File: src/rtl/rubiks_pkg.sv
// Shared definitions for the cube robot: move codes, sticker colours,
// scheduler state encoding and small decode helpers.
package rubiks_pkg;

    localparam int MOVE_W = 5;

    // Face turns in ULFRBD order, each as X, X', X2; 31 is a no-op.
    typedef enum logic [MOVE_W-1:0] {
        MV_U  = 5'd0,  MV_U_PRIME = 5'd1,  MV_U2 = 5'd2,
        MV_L  = 5'd3,  MV_L_PRIME = 5'd4,  MV_L2 = 5'd5,
        MV_F  = 5'd6,  MV_F_PRIME = 5'd7,  MV_F2 = 5'd8,
        MV_R  = 5'd9,  MV_R_PRIME = 5'd10, MV_R2 = 5'd11,
        MV_B  = 5'd12, MV_B_PRIME = 5'd13, MV_B2 = 5'd14,
        MV_D  = 5'd15, MV_D_PRIME = 5'd16, MV_D2 = 5'd17,
        MV_NOP = 5'd31
    } move_e;

    typedef enum logic [2:0] {
        COL_WHITE  = 3'd0,
        COL_YELLOW = 3'd1,
        COL_RED    = 3'd2,
        COL_ORANGE = 3'd3,
        COL_GREEN  = 3'd4,
        COL_BLUE   = 3'd5
    } color_e;

    typedef enum logic [2:0] {
        ST_IDLE      = 3'd0,
        ST_ISSUE     = 3'd1,
        ST_WAIT_DONE = 3'd2,
        ST_SETTLE    = 3'd3,
        ST_HALT      = 3'd4
    } state_e;

    localparam int FAULT_OVERRUN  = 0;
    localparam int FAULT_BAD_CODE = 1;
    localparam int FAULT_TIMEOUT  = 2;

    localparam logic [7:0] MOVE_COUNT_MAX = 8'd255;

    function automatic logic is_turn(input logic [MOVE_W-1:0] code);
        return code <= MV_D2;
    endfunction

    function automatic logic is_nop(input logic [MOVE_W-1:0] code);
        return code == MV_NOP;
    endfunction

    // A counter holding CYCLES-1 needs $clog2(CYCLES) bits; keep at least one.
    function automatic int timer_width(input int cycles);
        return (cycles <= 1) ? 1 : $clog2(cycles);
    endfunction

endpackage

File: src/rtl/cycle_timer.sv
// Non-wrapping down-counter: load arms it for CYCLES enabled cycles, and
// expired is high during the last of them.
module cycle_timer
    import rubiks_pkg::*;
#(
    parameter int CYCLES = 16
) (
    input  logic clock,
    input  logic reset,
    input  logic load,
    input  logic enable,
    output logic expired
);

    localparam int WIDTH = timer_width(CYCLES);
    localparam logic [WIDTH-1:0] LOAD_VAL = WIDTH'(CYCLES - 1);

    logic [WIDTH-1:0] cnt_q;
    logic [WIDTH-1:0] cnt_d;

    always_comb begin
        cnt_d = cnt_q;
        if (load) begin
            cnt_d = LOAD_VAL;
        end else if (enable && (cnt_q != '0)) begin
            cnt_d = cnt_q - 1'b1;
        end
    end

    always_ff @(posedge clock) begin
        if (!reset) begin
            cnt_q <= '0;
        end else begin
            cnt_q <= cnt_d;
        end
    end

    assign expired = (cnt_q == '0);

endmodule

File: src/rtl/move_scheduler.sv
// Arbitrates scan and solver move requests, drives the motor one move at a
// time, waits for completion and sensor settling, and keeps fault flags.
module move_scheduler
    import rubiks_pkg::*;
#(
    parameter int SETTLE_CYCLES  = 2500000,
    parameter int TIMEOUT_CYCLES = 50000000
) (
    input  logic       clock,
    input  logic       reset,
    input  logic       scan_req,
    input  logic [4:0] scan_move,
    input  logic       solve_valid,
    input  logic [4:0] solve_move,
    output logic       solve_ready,
    output logic [4:0] motor_move,
    output logic       motor_start,
    input  logic       motor_done,
    output logic       color_sensor_stable,
    output logic       busy,
    output logic [7:0] move_count,
    output logic [2:0] fault
);

    // Solver handshake: a move transfers on a rising edge where solve_valid and
    // solve_ready are both high; solve_valid/solve_move must hold until then.

    state_e     state_q, state_d;
    logic       pend_valid_q, pend_valid_d;
    logic [4:0] pend_move_q, pend_move_d;
    logic [4:0] move_q, move_d;
    logic       req_scan_q, req_scan_d;
    logic       stable_q, stable_d;
    logic [7:0] count_q, count_d;
    logic [2:0] fault_q, fault_d;

    logic       in_idle;
    logic       take_pend;
    logic       take_solve;
    logic       accept;
    logic [4:0] acc_move;
    logic       acc_turn;
    logic       acc_nop;
    logic       acc_bad;

    logic       settle_load, settle_en, settle_expired;
    logic       timeout_load, timeout_en, timeout_expired;

    assign in_idle    = (state_q == ST_IDLE);
    assign take_pend  = in_idle && pend_valid_q;
    assign take_solve = in_idle && !pend_valid_q && !scan_req && solve_valid;
    assign accept     = take_pend || take_solve;
    assign acc_move   = take_pend ? pend_move_q : solve_move;
    assign acc_turn   = is_turn(acc_move);
    assign acc_nop    = is_nop(acc_move);
    assign acc_bad    = !acc_turn && !acc_nop;

    // Both timers are armed on the edge that enters their state.
    assign settle_load  = (state_d == ST_SETTLE) && (state_q != ST_SETTLE);
    assign settle_en    = (state_q == ST_SETTLE);
    assign timeout_load = (state_q == ST_ISSUE);
    assign timeout_en   = (state_q == ST_WAIT_DONE);

    cycle_timer #(
        .CYCLES (SETTLE_CYCLES)
    ) u_settle_timer (
        .clock   (clock),
        .reset   (reset),
        .load    (settle_load),
        .enable  (settle_en),
        .expired (settle_expired)
    );

    cycle_timer #(
        .CYCLES (TIMEOUT_CYCLES)
    ) u_timeout_timer (
        .clock   (clock),
        .reset   (reset),
        .load    (timeout_load),
        .enable  (timeout_en),
        .expired (timeout_expired)
    );

    always_ff @(posedge clock) begin
        if (!reset) begin
            state_q <= ST_IDLE;
        end else begin
            state_q <= state_d;
        end
    end

    always_comb begin
        state_d = state_q;
        case (state_q)
            ST_IDLE: begin
                if (accept) begin
                    if (acc_turn) begin
                        state_d = ST_ISSUE;
                    end else if (acc_nop) begin
                        state_d = ST_SETTLE;
                    end else begin
                        state_d = ST_IDLE;
                    end
                end
            end
            ST_ISSUE:     state_d = ST_WAIT_DONE;
            ST_WAIT_DONE: begin
                if (motor_done) begin
                    state_d = ST_SETTLE;
                end else if (timeout_expired) begin
                    state_d = ST_HALT;
                end
            end
            ST_SETTLE: begin
                if (settle_expired) begin
                    state_d = ST_IDLE;
                end
            end
            ST_HALT:  state_d = ST_HALT;
            default:  state_d = ST_IDLE;
        endcase
    end

    // solve_ready is gated by reset so every output reads 0 while held in reset.
    always_comb begin
        motor_start = 1'b0;
        motor_move  = '0;
        solve_ready = 1'b0;
        busy        = 1'b1;
        case (state_q)
            ST_IDLE: begin
                busy        = 1'b0;
                solve_ready = reset && !pend_valid_q && !scan_req;
            end
            ST_ISSUE: begin
                motor_start = 1'b1;
                motor_move  = move_q;
            end
            default: begin
                busy = 1'b1;
            end
        endcase
    end

    always_comb begin
        pend_valid_d = pend_valid_q;
        pend_move_d  = pend_move_q;
        move_d       = move_q;
        req_scan_d   = req_scan_q;
        stable_d     = stable_q;
        count_d      = count_q;
        fault_d      = fault_q;

        if (take_pend) begin
            pend_valid_d = 1'b0;
        end
        // A slot freed this cycle can take a new request straight away.
        if (scan_req && (state_q != ST_HALT)) begin
            if (pend_valid_q && !take_pend) begin
                fault_d[FAULT_OVERRUN] = 1'b1;
            end else begin
                pend_valid_d = 1'b1;
                pend_move_d  = scan_move;
            end
        end

        if (accept) begin
            move_d     = acc_move;
            req_scan_d = take_pend;
            // A rejected scan code still releases the scanner.
            stable_d   = take_pend && acc_bad;
            if (acc_bad) begin
                fault_d[FAULT_BAD_CODE] = 1'b1;
            end
        end

        if (state_q == ST_WAIT_DONE) begin
            if (motor_done) begin
                if (count_q != MOVE_COUNT_MAX) begin
                    count_d = count_q + 8'd1;
                end
            end else if (timeout_expired) begin
                fault_d[FAULT_TIMEOUT] = 1'b1;
            end
        end

        if ((state_q == ST_SETTLE) && settle_expired && req_scan_q) begin
            stable_d = 1'b1;
        end
    end

    always_ff @(posedge clock) begin
        if (!reset) begin
            pend_valid_q <= 1'b0;
            pend_move_q  <= '0;
            move_q       <= '0;
            req_scan_q   <= 1'b0;
            stable_q     <= 1'b0;
            count_q      <= '0;
            fault_q      <= '0;
        end else begin
            pend_valid_q <= pend_valid_d;
            pend_move_q  <= pend_move_d;
            move_q       <= move_d;
            req_scan_q   <= req_scan_d;
            stable_q     <= stable_d;
            count_q      <= count_d;
            fault_q      <= fault_d;
        end
    end

    assign color_sensor_stable = stable_q;
    assign move_count          = count_q;
    assign fault               = fault_q;

endmodule

File: config.mk
export PLATFORM = sky130hd
export DESIGN_NAME = move_scheduler
export DESIGN_NICKNAME = d
export VERILOG_FILES = /design/src/rtl/rubiks_pkg.sv /design/src/rtl/cycle_timer.sv /design/src/rtl/move_scheduler.sv
export SDC_FILE = /design/constraint.sdc
export NUM_CORES = 1
export LEC_CHECK = 0
export CORE_ASPECT_RATIO = 1.1
export CORE_MARGIN = 4
export CORE_UTILIZATION = 56
export CTS_CLUSTER_SIZE = 16
export DETAILED_ROUTE_END_ITERATION = 6
export HOLD_SLACK_MARGIN = 0.05
export PLACE_DENSITY = 0.85
export SYNTH_ARGS = -nofsm -noshare
export SYNTH_HDL_FRONTEND = slang
export SYNTH_SLANG_ARGS = --single-unit
File: constraint.sdc
create_clock -name clock -period 3.4 [get_ports clock]
set_input_delay 0.34 -clock clock [delete_from_list [all_inputs] [get_ports clock]]
set_output_delay 0.34 -clock clock [all_outputs]
set_load 0.01 [all_outputs]
[Word-level counts from Yosys, hierarchy flattened]
Cells that the tools add are included.
Storage, ports and cells
  logic and storage cells: 87
  bits of input ports: 15
  output and inout port bits: 20
  register bits after elaboration: 75
Operators by class
  reduce and logical (&&, ||, !) cells: 36
  eq/ne operators: 9
  magnitude comparators: 1
  bitwise operators: 3
  muxes and demuxes: 21
  $add $sub $neg: 3
Operator list (number)
  $mux 26: 2
  $mux 22: 2
  $logic_not 26->1: 1
  $reduce_bool 26->1: 1
  $sub 26x1->26 const B: 1
  $logic_not 22->1: 1
  $reduce_bool 22->1: 1
  $sub 22x1->22 const B: 1
  $logic_and 1x1->1: 15
  $pmux 3 s5: 1
  $mux 3: 4
  $mux 5: 2
  $eq 3x2->1 const B: 3
  $add 8x1->8 const B: 1
  $mux 1: 8
  $ne 8x8->1 const B: 1
  $reduce_and 2->1: 3
  $reduce_and 3->1: 2
  $reduce_bool 2->1: 3
  $eq 5x5->1 const B: 1
  $le 5x5->1 const B: 1
  $logic_not 1->1: 5
  $mux 2: 2
  $reduce_or 2->1: 2
  7 further kinds: 9

[Longest topological paths before layout]
  word-level depth: 11
  depth in mapped cells: 8
  gate-level depth less buffers: 7

[Modules after synthesis]
Synthesis repeated with hierarchy kept, for this count alone.
Unflattened totals
  cell total of the unflattened synthesis: 448
  area total of the unflattened synthesis: 4110.2 um^2
By module, submodules not included
  cycle_timer at u_timeout_timer: seq. area each 520.5 um^2, times used 1, cells each 155, area an instance 1443.9 um^2
  move_scheduler: seq. area each 540.5 um^2, times used 1, cells each 162, area an instance 1410.1 um^2
  cycle_timer at u_settle_timer: seq. area each 440.4 um^2, times used 1, cells each 131, area an instance 1256.2 um^2

[Worst setup path before layout]
OpenSTA, ideal clock, no wires.
  kind: flip-flop to flip-flop
  start point: register u_timeout_timer.cnt_q[0]
  end point: register u_settle_timer.cnt_q[10]
  arrival: 2.310 ns
  data required time: 3.266 ns
  clock period less this slack: 2.444 ns
  library setup time: 0.134 ns
  setup slack: 0.956 ns
  cell stages (with the launch flop): 9
  path buffers: 1
  path through: dfxtp_1 -> inv_1 -> ha_1 -> or4b_2 -> or3_1 -> o41ai_2 -> a311o_2 -> buf_6 -> o21ai_2
Between the ends
  word-level cells in the longest chain between the ends: 7
  elaborated cells between the ends (all ways): 8
  classes of those cells: 1 x eq/ne; 4 x mux; 3 x reduce/logical
RTL lines
  from (decl): line cycle_timer.sv:18  | logic [WIDTH-1:0] cnt_q;
  from (signal assigned): line cycle_timer.sv:34  | cnt_q <= cnt_d;
  $logic_not 26->1 (*): line cycle_timer.sv:38  | assign expired = (cnt_q == '0);
  $mux 3 (*): line move_scheduler.sv:110  | end else if (timeout_expired) begin
  $mux 3 (*): line move_scheduler.sv:108  | if (motor_done) begin
  $pmux 3 s5 (*): line move_scheduler.sv:94  | case (state_q)
  $eq 3x2->1 (*): line move_scheduler.sv:59  | assign settle_load = (state_d == ST_SETTLE) && (state_q != ST_SETTLE);
  $logic_and 1x1->1 (*): line move_scheduler.sv:59
  $mux 22 or $reduce_bool 2->1 (tied branches)
  to (signal assigned): line cycle_timer.sv:34
  to (decl): line cycle_timer.sv:18
Every way passes the cells marked *; elsewhere a longest branch is shown, timed or not.
A chain may end at the register's enable or synchronous reset.

[Final worst setup path]
  start point: register u_timeout_timer.cnt_q[1]
  end point: register u_settle_timer.cnt_q[0]
Same word-level chain as after synthesis.

==> impl_metrics.ini <==
[drt]
antenna_left = 0
drc = 0
drt_iter0_markers = 181
routedWlPerCell_um = 15.5
viasPerCell = 6.18
vias = 3409
wl_mm = 8.57
first_pass_iters = 5

[power]
p_int_uw = 1590
power.share.sequential = 0.427
pwr-share-comb = 0.323
ir_drop_mv = 0.340
pwr_density_cell_nw_per_um2 = 577
p_sw_frac = 0.373
p_clk_frac = 0.250
p_leak_uw = 0.00155
p_switching_uw = 942

[synthesis]
synth-seq-cells = 75
synth_seq_area_share = 0.395
synth_area_per_cell_um2 = 8.72
synth_nets = 455
synth_area_leader_cell = dfxtp_1
async_flop_share = 0
syn_area_um2 = 3800
synth-edff-count = 0
syn_inst = 436
synth.most_common_cell = dfxtp_1
ys_top_cells_by_area = dfxtp_1 39%, or3_1 3.8%, xnor2_1 3.7%
yosysWarningCount = 0
ys_types = 57
synth_common_cells = 75 x dfxtp_1, 37 x nor2_1, 27 x a21oi_1, 26 x nand2_1, 23 x or3_1
synth_top_area_share = 0.395
ys.flop_type = dfxtp_1

[place]
io_buffer_count = 34
gp_congestion = 0.860
dpl.hpwl_mm = 6.00
dp.cells = 537

[setup_path]
slowest_delay_ps = 560
crit_type = reg2reg
worstPathCellList = inv_1, ha_1, or4b_2, or3_1, o41ai_2, a311o_2, o21ai_0
slowest_stage = or4b_2
crit_path_max_fanout = 13
cp.required_ps = 3620
crit_path_start_kind = flop
worst_ep_arrival_time_ps = 3190
cp-end-kind = flop

[clocking]
root_buffer = clkbuf_8
clk_latency_ps = 360
cts_made_buffers = 9
ctsResizeCount = 0
clock_sinks = 75
clkSlewWorstSetupHoldPaths_ps = 80
ctsLongestPathBuffers = 2
cts_tree = built
cts_setup_buffers = 0
h-tree-depth = 3
postCtsHoldBufs = 0

[finish]
fillers = 535
fin_nets = 485
stdcell_count = 552
antennaDiodeCount = 0
regArea_um2 = 1500
multi_input_area_um2 = 2170
area_delta_synth_final_pct = 15.2
finish.utilization = 0.664
drive_gt1_frac = 0.113

[sta]
tns_ps = 0
fin_skew_ps = 11.0
layout_min_cycle_time_ps = 2980
rsz0062_at_grt = false
finalMaxSlewViolations = 0
relSlewSlack = 0.391
max_freq_ghz = 0.336
setup_viol = 0
period_share = 0.876
hold_violations = 0
worst_slew_pin_slew_ps = 906

[floorplanning]
fp.dieH_um = 94.4
die_area_um2 = 8170
initial_core_util = 0.576
dieWidth_um = 86.6
core_um2 = 6590
ioPinCount = 35
rows = 31

[job]
max_cap_violations = 0

[grt]
grt_pass1_vias = 3169
grt_max_degree = 35
antenna_found_initial = 0
grtUsageTotal = 0.216
grt-ovfl-total = 0
grt_pass1_wl_mm = 14.4

[status]
status = completed

[hold_path]
hp-class = reg2reg
==> final timing paths <==
kind                             from                      end  slack, ps  depth (start not counted)
max          u_timeout_timer.cnt_q[1]  u_settle_timer.cnt_q[0]        420                          7
min                          fault[0]                 fault[0]        460                          2
max reg2reg  u_timeout_timer.cnt_q[1]  u_settle_timer.cnt_q[0]        420                          7
min reg2reg                  fault[0]                 fault[0]        460                          2
==> cell usage in the layout, fill, tap and decap left out, drive strengths merged, types with 6 or more instances in the layout <==
master / Yosys / routed
dfxtp: 75 / 75
nor2: 37 / 37
clkdlybuf4s50: 0 / 34
a21oi: 27 / 27
o21ai: 27 / 27
nand2: 26 / 26
or3: 23 / 23
xnor2: 16 / 16
nor4: 15 / 15
nand4: 14 / 14
xor2: 14 / 14
or4: 14 / 14
nor3: 12 / 12
a31oi: 12 / 12
clkbuf: 15 / 11
inv: 10 / 10
nand3: 10 / 10
and2: 8 / 8
o31ai: 7 / 7
buf: 7 / 7
o211ai: 6 / 6
==> routing by layer <==
layer / share of wire / up-vias / track usage
met5: 0 / - / 0
met4: 0.020 / 0 / 0.103
met3: 0.042 / 16 / 0.0332
met2: 0.48 / 90 / 0.346
met1: 0.46 / 1620 / 0.286
li1: - / 1683 / -
==> state kept, by name, indices dropped and copies added (netlist names) <==
| name | flops |
|---|---|
| req_scan_q | 1 |
| move_count | 8 |
| pend_move_q | 5 |
| state_q | 3 |
| u_timeout_timer.cnt_q | 26 |
| move_q | 5 |
| u_settle_timer.cnt_q | 22 |
| color_sensor_stable | 1 |
| pend_valid_q | 1 |
| fault | 3 |
==> power groups by stage <==
stage | clock network [uW] | logic, uW | registers [uW]
4_1_cts | 634 | 811 | 1080
3_3_place_gp | 0 | 771 | 1090
5_1_grt | 674 | 907 | 1100
2_1_floorplan | 0 | 648 | 1060
6_report | 631 | 816 | 1080
3_5_place_dp | 0 | 803 | 1100
==> logic make-up (layout without fill, tap and decap cells) <==
group	after synthesis	count (layout)	synth area share
and+or+nand+nor	180	180	0.262
AOI/OAI and AO/OA	108	108	0.207
DFF	75	75	0.395
buffers and inverters	32	66	0.0346
xor gates and xnor gates	30	30	0.0691
muxes	7	7	0.0191
adders and majority gates	4	4	0.0132
==> metrics by stage <==
step           cell area, um2  hold WS, ps  power (uW)  setup WS, ps
2_1_floorplan            3800          453        1710           956
3_3_place_gp             4200          447        1860           612
3_5_place_dp             4200          450        1900           480
4_1_cts                  4380          460        2520           411
5_1_grt                  4380          480        2680           279
6_report                 4380          461        2530           421
==> area by class of cell <==
type / instances / area share
tap: 82 / 0.0234
inverter: 10 / 0.00857
sequential: 75 / 0.343
clock inverter: 4 / 0.00600
multi-input combinational: 329 / 0.495
timing repair buffer: 41 / 0.0897
clock buffer: 11 / 0.0346
==> worst max-delay path, delay by kind of cell (launching register included) <==
family,cells,cell delay [ps]
AO/OA/AOI/OAI,3,1170
AND/OR/NAND/NOR,2,1070
flip-flops,1,340
adder cells (fa/ha/maj),1,140
buffers and inverters,1,110
(Power assumes the default switching activity.)
==> RTL edit 1: new RTL, config.mk and constraints unchanged <==
Change the package constant `MOVE_COUNT_MAX` from 8'd255 to 8'd191.
--- a/src/rtl/rubiks_pkg.sv
+++ b/src/rtl/rubiks_pkg.sv
@@ -37,5 +37,5 @@
     localparam int FAULT_TIMEOUT  = 2;
 
-    localparam logic [7:0] MOVE_COUNT_MAX = 8'd255;
+    localparam logic [7:0] MOVE_COUNT_MAX = 8'd191;
 
     function automatic logic is_turn(input logic [MOVE_W-1:0] code);
Behaviour: same outputs for any inputs over 10 cycles, from zero or initial values and one cycle with reset low; that may be too few to reach the edited logic, so the function may still have changed.
==> RTL edit 1 against the unedited design <==
Combinational power rose by 9.6%; sequential cell count did not move; clock power rose by 42%; synthesized cell count fell by 4.8%; routed wire length fell by 4.4%; synthesized area fell by 2.2%; total power rose by 14%; global-route usage rose by 0.45 points; hold slack improved by 6.5 ps; critical path depth fell by 3; setup slack improved by 160 ps; critical path type is now register to output pin; utilization rose by 3.2 points; highest routed layer unchanged; design area rose by 0.31%.
==> RTL edit 1: results (changes against the unedited design) <==
deepest clock path buffer count: 2 (unchanged)
Seq/Total Area, Yosys: 40.4% (was 39.5%)
worst rel slew slack: 56.9% (was 39.1%)
syn_nets: 434 (was 455)
initial DRC count: 180 (was 181)
# nets final: 467 (was 485)
skew final: 10.1 ps (was 11.0 ps)
H-tree lvl count: 3 (unchanged)
DP Worst Slack: 669 ps (was 480 ps)
CTS buffer count: 9 (unchanged)
Final HPWL DP: 5.60 mm (was 6.00 mm)
clock-pin transition on the worst setup and hold timing paths: 80 ps (about the same)
final worst-path cycle share: 82.9% (was 87.6%)
initial antenna violation count: 0 (unchanged)
MaxCap Viol Count: 0 (unchanged)
ys async rst share: 0% (unchanged)
Yosys Warn Count: 0 (unchanged)
register name with the most flops: u_timeout_timer.cnt_q (unchanged)
largest cells by area after synthesis: dfxtp_1 (40%), xnor2_1 (5.7%), xor2_1 (4.7%) (was dfxtp_1 (39%), or3_1 (3.8%), xnor2_1 (3.7%))
Routed WL per cell: 15.4 um (was 15.5 um)
VDD IR max: 0.402 mV (was 0.340 mV)
Synth cell types: 60 (was 57)
share of cells above drive strength 1: 11.7% (was 11.3%)
Hold Crit Class: register to register (unchanged)
via/cell ratio: 5.98 (was 6.18)
DRT Pass-1 Iters: 4 (was 5)
first-pass GRT wire length: 14.4 mm (about the same)
global placer's final weighted congestion: 0.811 (was 0.860)
vias in the first global route: 3,214 (was 3,169)
run status: finished, final reports clean (unchanged)
max reg flops: 26 (unchanged)
Routed WL: 8.19 mm (was 8.57 mm)
Root Driver: clkbuf_8 (unchanged)
largest net degree at the start of global routing: 33 (was 35)
Leak: 0.00167 uW (was 0.00155 uW)
Resized cells post-CTS: 0 (unchanged)
# diodes: 0 (unchanged)
syn avg cell area: 8.95 um^2 (was 8.72 um^2)
Setup Buffers After CTS: 0 (unchanged)
GRT Resource Usage Total: 22.1% (was 21.6%)
Worst-Skew Late Latency: 350 ps
IO buf count: 34 (unchanged)
dpl cells: 517 (was 537)
Int Power: 1950 uW (was 1590 uW)
crit-path max FO: 16 (was 13)
Synth top cells by count: dfxtp_1 (75), nor2_1 (41), a21oi_1 (24), nor3_1 (24), xnor2_1 (24) (was dfxtp_1 (75), nor2_1 (37), a21oi_1 (27), nand2_1 (26), or3_1 (23))
CP Data Arrival Time: 2480 ps (was 3190 ps)
## RTL edit 1: cell families after synthesis
group / synth area share [%]
multiplexers: 2.19
flip-flops: 40.4
AO/OA/AOI/OAI: 13.1
XOR/XNOR: 10.4
adder cells (fa/ha/maj): 1.35
AND/OR/NAND/NOR: 29.0
buffers and inverters: 3.57
## RTL edit 1: stage by stage
stage / total power [uW] / util, % / hold WS (ps) / instance area, um^2
detailed placement: 1980 / 65.5 / 452 / 4130
finish: 2880 / 69.7 / 467 / 4390
CTS: 2880 / 69.7 / 470 / 4390
floorplan: 1760 / - / 437 / 3720
global route: 3030 / 69.7 / 491 / 4390
global placement: 1950 / 65.5 / 446 / 4130
## RTL edit 1: area by class of cell
class	instances	area, um^2
sequential	75	1500
fill	496	1910
clock inverter	5	125
multi-input combinational	309	2090
timing repair buffer	42	400
clock buffer	10	138
tap	80	100
inverter	11	41.3
## RTL edit 1: worst paths after layout
check,slack [ps],to,startpoint,cells after the start
max,580,motor_start,state_q[1],4
min,470,fault[0],fault[0],2
max reg2reg,630,u_settle_timer.cnt_q[4],u_settle_timer.cnt_q[0],9
min reg2reg,470,fault[0],fault[0],2
## RTL edit 1: critical path, stage by stage, from the launching register on
cell	delay, ps
dfxtp_1	400
nor2_1	340
nand2_1	450
inv_1	340
clkdlybuf4s50_1	590
## RTL edit 1: power groups by stage
| stage | sequential (uW) | clock, uW | combinational (uW) |
|---|---|---|---|
| finish | 1090 | 898 | 894 |
| global route | 1100 | 942 | 986 |
| CTS | 1080 | 908 | 890 |
| detailed placement | 1100 | 0 | 879 |
| global placement | 1100 | 0 | 857 |
| floorplan | 1070 | 0 | 691 |
## RTL edit 1: layer usage
layer  vias up  share of wire (%)  global-route usage, %
met4         0                2.1                   10.9
li1       1573                  -                      -
met3        16                4.3                   5.02
met1      1524                 45                   26.6
met2        71                 49                   36.9
met5         -                  0                      0
==> RTL edit 2: new RTL, config.mk and constraints unchanged <==
Without the edit above. Make the reset (`reset`) asynchronous in 3 clocked blocks.
--- a/src/rtl/cycle_timer.sv
+++ b/src/rtl/cycle_timer.sv
@@ -28,5 +28,5 @@
     end
 
-    always_ff @(posedge clock) begin
+    always_ff @(posedge clock or negedge reset) begin
         if (!reset) begin
             cnt_q <= '0;
--- a/src/rtl/move_scheduler.sv
+++ b/src/rtl/move_scheduler.sv
@@ -82,5 +82,5 @@
     );
 
-    always_ff @(posedge clock) begin
+    always_ff @(posedge clock or negedge reset) begin
         if (!reset) begin
             state_q <= ST_IDLE;
@@ -190,5 +190,5 @@
     end
 
-    always_ff @(posedge clock) begin
+    always_ff @(posedge clock or negedge reset) begin
         if (!reset) begin
             pend_valid_q <= 1'b0;
Check against the original RTL: differs if reset is asserted again (counterexample within 4 cycles, from zero or initial values and one cycle with reset low); with reset held inactive, the same outputs for 10 cycles.
==> RTL edit 2 against the unedited design <==
Via count fell by 13%; total power rose by 12%; synthesized area is 0.79% lower; critical endpoint is now motor_move[2]; combinational power up 6.5%; utilization rose by 0.56 points; routed wire length fell by 9.5%; die area decreased by 0.73%; critical path depth shrank 3; highest routed layer unchanged; first-iteration DRC count is 29% lower; non-clock buffer count is 3 lower; sequential cell count did not move; design area up 0.26%; largest power group unchanged; setup slack got worse by 45 ps; register-to-register slack got worse by 20 ps.
==> RTL edit 2: results (changes against the unedited design) <==
RR Startpoint: u_timeout_timer.cnt_q[6] (was u_timeout_timer.cnt_q[1])
largest cells by area after synthesis: dfrtp_1 (50%), nand2_1 (5.7%), xor2_1 (4.4%) (was dfxtp_1 (39%), or3_1 (3.8%), xnor2_1 (3.7%))
GR Util met3: 4.56% (was 3.32%)
worst r2r dst: u_settle_timer.cnt_q[1] (was u_settle_timer.cnt_q[0])
Worst Setup EP: motor_move[2] (was u_settle_timer.cnt_q[0])
Synth top cells by count: dfrtp_1 (75), nand2_1 (57), nor2_1 (26), xor2_1 (19), xnor2_1 (18) (was dfxtp_1 (75), nor2_1 (37), a21oi_1 (27), nand2_1 (26), or3_1 (23))
Tmin final: 3020 ps (was 2980 ps)
DRT Pass-1 Iters: 4 (was 5)
power in the clock group: 754 uW (was 631 uW)
multiplexer share of the synthesized area: 4.18% (was 1.91%)
initial DRC count: 128 (was 181)
skew final: 10.2 ps (was 11.0 ps)
global placer's final weighted congestion: 0.851 (was 0.860)
Layout fillers: 485 (was 535)
crit-path max FO: 27 (was 13)
largest net degree at the start of global routing: 61 (was 35)
share of cells above drive strength 1: 8.57% (was 11.3%)
syn_nets: 398 (was 455)
GRT Resource Usage Total: 21.3% (was 21.6%)
Final HPWL DP: 5.40 mm (was 6.00 mm)
seq pwr: 1220 uW (was 1080 uW)
Hold Crit Class: input pin to asynchronous set/reset pin (was register to register)
routed wl met2: 3.97 mm (was 4.11 mm)
Synth Flop Type: dfrtp_1 (was dfxtp_1)
Adder-Cell Fraction of Synth Area: 0.995% (was 1.32%)
compound-gate portion of the synthesized area: 7.07% (was 20.7%)
DP Worst Slack: 411 ps (was 480 ps)
metal3 WL: 279 um (was 361 um)
# nets final: 433 (was 485)
Seq/Total Area, Yosys: 49.8% (was 39.5%)
vias in the first global route: 2,998 (was 3,169)
Leak: 0.00164 uW (was 0.00155 uW)
ys async rst share: 100% (was 0%)
via/cell ratio: 5.88 (was 6.18)
worst rel slew slack: 28.5% (was 39.1%)
CP Data Arrival Time: 2680 ps (was 3190 ps)
Routed WL: 7.76 mm (was 8.57 mm)
Worst R2R Path Depth: 6 (was 7)
met1 WL: 3.38 mm (was 3.93 mm)
Int Power: 1850 uW (was 1590 uW)
VDD IR max: 0.426 mV (was 0.340 mV)
first-pass GRT wire length: 13.6 mm (was 14.4 mm)
run status: finished, final reports clean (unchanged)
Post-Synth XOR/XNOR Area: 8.59% (was 6.91%)
global routing usage on met2: 35.4% (was 34.6%)
hold-fix buffer count after cts: 1 (was 0)
Synth cell types: 47 (was 57)
Cell Pwr Density: 647 mW/mm^2 (was 577 mW/mm^2)
RTL edit 2: per-stage QoR:
step / cell area (um^2) / utilization [%] / std cells
final: 4390 / 67.0 / 502
after detailed placement: 4160 / 63.5 / 485
after global placement: 4160 / 63.5 / 485
after floorplan: 3770 / - / 380
after global routing: 4390 / 67.0 / 502
after CTS: 4390 / 67.0 / 502
RTL edit 2: layout make-up:
| cell class | instances | area, um^2 | share of cell area (%) |
|---|---|---|---|
| multi-input cells | 282 | 1790 | 40.8 |
| repair buffers | 38 | 368 | 8.38 |
| well taps | 82 | 103 | 2.34 |
| clock buffers | 10 | 128 | 2.91 |
| inverters | 9 | 33.8 | 0.769 |
| clock inverters | 6 | 90.1 | 2.05 |
| flip-flops and latches | 75 | 1880 | 42.7 |
RTL edit 2: worst max-delay path, stage by stage (launching register included):
cell,delay [ps]
dfrtp_1,550
or3b_2,760
inv_1,310
and2_1,180
clkdlybuf4s50_1,540
